===== config.mk =====
export PLATFORM = sky130hd
export DESIGN_NAME = register_16_bit
export DESIGN_NICKNAME = d
export VERILOG_FILES = /design/src/rtl/register_16_bit_pkg.sv /design/src/rtl/register_16_bit.sv
export SDC_FILE = /design/constraint.sdc
export NUM_CORES = 1
export LEC_CHECK = 0
export ABC_AREA = 1
export BUFFER_PORTS_ARGS = -buffer_cell sky130_fd_sc_hd__buf_2
export CAP_MARGIN = 20
export CORE_MARGIN = 5
export CORE_UTILIZATION = 42
export CTS_BUF_LIST = sky130_fd_sc_hd__clkbuf_16
export CTS_CLUSTER_SIZE = 16
export DETAILED_ROUTE_END_ITERATION = 8
export PLACE_DENSITY = 0.72
export RECOVER_POWER = 50
export SYNTH_ARGS = -nofsm -noshare
export SYNTH_HDL_FRONTEND = slang
export SYNTH_SLANG_ARGS = --single-unit

===== constraint.sdc =====
create_clock -name clk -period 0.8 [get_ports clk]
set_input_delay 0.12 -clock clk [delete_from_list [all_inputs] [get_ports clk]]
set_output_delay 0.12 -clock clk [all_outputs]
set_load 0.02 [all_outputs]

===== src/rtl/register_16_bit_pkg.sv =====
// register_16_bit_pkg
// Shared constants and types for the 16-bit datapath holding register.
//   DATA_W              : nominal data width (16)
//   RESET_VALUE_DEFAULT : value loaded by a synchronous clear
//   data_t              : one data word
package register_16_bit_pkg;

  localparam int unsigned DATA_W = 16;

  typedef logic [DATA_W-1:0] data_t;

  localparam data_t RESET_VALUE_DEFAULT = 16'h0000;

endpackage : register_16_bit_pkg


===== src/rtl/register_16_bit.sv =====
// register_16_bit
// Edge-triggered data register with load enable and synchronous clear.
// Used as the pipeline / holding register in the datapath, e.g. to hold
// the product of the 8x8 multiplier.
//
// Ports:
//   clk        in   rising-edge clock
//   sclr       in   synchronous clear, active-high (wins over clk_ena)
//   clk_ena    in   load enable, active-high
//   datain     in   [WIDTH-1:0] word to capture
//   reg_out    out  [WIDTH-1:0] registered word, driven straight from flops
//   reg_parity out  XOR reduction of the stored word
//                   (only when REGISTER_16_BIT_PARITY_EN is defined)
//
// Configuration macro: REGISTER_16_BIT_PARITY_EN
module register_16_bit
  import register_16_bit_pkg::*;
#(
  parameter int unsigned       WIDTH       = DATA_W,
  parameter logic [WIDTH-1:0]  RESET_VALUE = RESET_VALUE_DEFAULT
) (
  input  logic             clk,
  input  logic             sclr,
  input  logic             clk_ena,
  input  logic [WIDTH-1:0] datain,
`ifdef REGISTER_16_BIT_PARITY_EN
  output logic             reg_parity,
`endif
  output logic [WIDTH-1:0] reg_out
);

  logic [WIDTH-1:0] reg_q;
  logic [WIDTH-1:0] reg_d;

  // Load path only; clear is applied in the flop process so that it wins
  // regardless of clk_ena and never looks at datain.
  always_comb begin
    reg_d = reg_q;
    if (clk_ena) begin
      reg_d = datain;
    end
  end

  always_ff @(posedge clk) begin
    if (sclr) begin
      reg_q <= RESET_VALUE;
    end else begin
      reg_q <= reg_d;
    end
  end

  assign reg_out = reg_q;

`ifdef REGISTER_16_BIT_PARITY_EN
  logic parity_q;
  logic parity_d;

  // Parity is computed from the incoming word so it is registered
  // alongside the data rather than derived from reg_q combinationally.
  always_comb begin
    parity_d = parity_q;
    if (clk_ena) begin
      parity_d = ^datain;
    end
  end

  always_ff @(posedge clk) begin
    if (sclr) begin
      parity_q <= ^RESET_VALUE;
    end else begin
      parity_q <= parity_d;
    end
  end

  assign reg_parity = parity_q;
`endif

endmodule : register_16_bit


Word level (Yosys, flattened, before mapping)

Cells that the tools add are included.

Register bits: 16
Input port bits: 19
Output and inout bits: 16
Logic and storage cells: 1

Depth between registers and ports, before layout

Depth after elaboration: 0
Gate-level depth with buffers: 4
Mapped depth without buffers: 4

Worst setup path after synthesis

Ideal clock, no wire load.

Path kind: register -> register
From: register, netlist name reg_out[4]
To: register reg_q[4] (netlist: reg_out[4])
Library setup time: 62 ps
Data arrival time: 575 ps
Data required time: 738 ps
Slack: 164 ps
Stages on the path, launching flop included: 3
Period minus slack after synthesis: 636 ps
Cells stage by stage: dfxtp_1 -> nor2_1 -> nor2_2

RTL lines:

| what                   | line                  | RTL |
|---|---|---|
| end signal: assignment | register_16_bit.sv:48 | `reg_q <= reg_d;` |
| end: declaration       | register_16_bit.sv:32 | `logic [WIDTH-1:0] reg_q;` |

Final worst setup path

From: register reg_q[11] (netlist: reg_out[11])
To: output reg_out[11]

RTL lines:

| what             | line                  | RTL |
|---|---|---|
| end: declaration | register_16_bit.sv:29 | `output logic [WIDTH-1:0] reg_out` |

No word-level cell between the ends.

==> flow_metrics.tcl <==
set metrics [dict create \
    status "finished, violations left" \
    violations "setup timing" \
    viasPerCell 4.217 \
    switchingPower_uw 513.8 \
    seqPwrFrac_pct 40.6 \
    placed_cell_area_um2 859.6 \
    nets 157 \
    grt_pass1_wl_um 2608 \
    wl_per_cell_um 9.901 \
    switching_share_pct 23.00 \
    place_congestion 0.7028 \
    synth_seq_cells 16 \
    syn_avg_cell_area_um2 6.640 \
    cts_resized 48 \
    design_area_um2 1055 \
    initial_utilization_pct 44.52 \
    synth_nets 120 \
    synth_flop_cell "dfxtp_1" \
    yosysTopAreaCellShare_pct 47.76 \
    finalSetupViolCount 9 \
    grt_max_degree 33 \
    min_period_over_period_pct 101.4 \
    drt_iter0_markers 5 \
    skew_ns 0 \
    yosysSeqAreaShare_pct 47.76 \
    cp.arrival_ns 0.69 \
    yosys.area.top_type "dfxtp_1" \
    drtPass1Iterations 4 \
    synthTopCellsByCount "32 x nand2_1, 30 x nor2_1, 17 x inv_1" \
    slew_violations 0 \
    die_area_um2 2496 \
    largest_reg_flops 16 \
    dp_hpwl_um 980.8 \
    cp_slowest_cell "dfxtp_2" \
    grt_pass1_vias 652 \
    p_leak_nw 0.6008 \
    rsz0062_at_grt "true" \
    end_kind "primary output" \
    die_w_um 49.96 \
    slew_headroom_pct 91.45 \
    power_frac_clock_pct 41.7 \
    synthCells 101 \
    internal-power_mw 1.720 \
    max_freq_mhz 1232 \
    grt-ovfl-total 0 \
    path_max_fanout 2 \
    synth_edf_count 0 \
    start_kind "flop" \
    cts_setup_buffers 0 \
    nFillCells 121 \
    powerDensity_nw_per_um2 2118 \
    path_clk_slew_ns 0.05 \
    synthTopCellsByArea "dfxtp_1 48%, nand2_1 18%, nor2_1 17%" \
    tightest_slew_ns 0.1282 \
    drt-total-wl_um 1505 \
    antenna_found_initial 0 \
    port_buffers 34 \
    crit_required_ns 0.68 \
    cts_tree "built" \
    synth_area_um2 670.6 \
    maxCapViolations 0 \
    p_comb_share_pct 17.7 \
    core_um2 1506 \
    finalHoldViolations 0 \
    dp_slack_ns 0.1044 \
    ir_worst_vdd_mv 1.145 \
    numCtsBuffers 3 \
    top_level_ports 35 \
    clock_path_buffers 2 \
    fin_ws_ns -0.01142 \
    cts.sinks 16 \
    min_path_type "in2reg" \
    synthToLayoutAreaGrowth_pct 57.28 \
    ys_warn_count 0 \
    crit_type "reg2out" \
    synth_cell_types 7 \
    yosysMostFrequentCell "nand2_1" \
    slowest_delay_ns 0.33 \
    cts_hold_buf 0 \
    die_y_um 49.96 \
    drtAntennaViolNets 0 \
    clockRootBuffer "clkbuf_16" \
    synth-async-reset-ratio_pct 0 \
    crit_family "flip-flops" \
    insertion_delay_ns 0.24 \
    fp-row-count 14 \
    period_minus_slack_ns 0.8114 \
    cts_max_level 1 \
    crit_chain "buf_6" \
    antennaDiodeCount 0 \
    vias 641 \
    drive_gt1_share_pct 41.91 \
    crit_buf_inv 1 \
    remaining_drc_errors 0 \
    track_usage_pct 13.19 \
]
## through the flow
step,instances,total power [mW],hold WS [ns],TNS [ns],util [%]
floorplan,101,1.104,0.2749,0,-
global placement,149,1.219,0.4027,0,57.06
detailed placement,149,1.227,0.4125,0,57.06
CTS,152,2.253,0.1620,-0.08145,70.02
global route,152,2.341,0.1818,-0.3523,70.02
finish,152,2.234,0.1624,-0.04870,70.02
## power by group through the flow
| stage | Sequential (mW) | Clock (mW) | Combinational [mW] |
|---|---|---|---|
| 2_1_floorplan | 0.965 | 0 | 0.138 |
| 3_3_place_gp | 0.895 | 0 | 0.324 |
| 3_5_place_dp | 0.895 | 0 | 0.333 |
| 4_1_cts | 0.905 | 0.950 | 0.397 |
| 5_1_grt | 0.912 | 0.990 | 0.440 |
| 6_report | 0.906 | 0.932 | 0.396 |
## kinds of logic after synthesis
family / Yosys count / synth area share [%]
AND/OR/NAND/NOR: 64 / 36.57
buffers and inverters: 21 / 15.67
flip-flops: 16 / 47.76
## metal layers
metal  part of all wire [%]  wire [um]  vias to the layer above  global-route usage [%]
met2                     47        703                       23                   20.97
met5                      0          0                        -                       0
met1                     44        667                      262                   15.17
met4                      0          0                        0                   6.114
li1                       -          -                      356                       -
met3                    8.9        134                        0                   5.422
## final timing paths
path,from,slack [ns],end,depth (start not counted)
max,reg_out[11],-0.01,reg_out[11],1
min,datain[7],0.16,reg_out[7],5
max reg2reg,reg_out[5],0.21,reg_out[5],2
min reg2reg,reg_out[7],0.47,reg_out[7],2
## final cells by class
| class | instances | area, um2 | area share (%) |
|---|---|---|---|
| Sequential cell | 16 | 340.3 | 32.27 |
| Timing Repair Buffer | 36 | 310.3 | 29.42 |
| Multi-Input combinational cell | 64 | 245.2 | 23.25 |
| Clock buffer | 3 | 75.07 | 7.117 |
| Inverter | 17 | 63.81 | 6.050 |
| Tap cell | 16 | 20.02 | 1.898 |
## placed cells by master, fill, tap and decap left out, drive strengths merged
master / Yosys / final
clkbuf: 0 / 3
inv: 17 / 17
nand2: 32 / 32
dfxtp: 16 / 16
nor2: 32 / 32
buf: 4 / 36
## worst register-to-register path, delay by kind of cell, from the launching register on
kind	cells	cell delay, ns
flops	1	0.32
simple gates	2	0.16
Note: power is estimated with default switching activity, not from simulation.
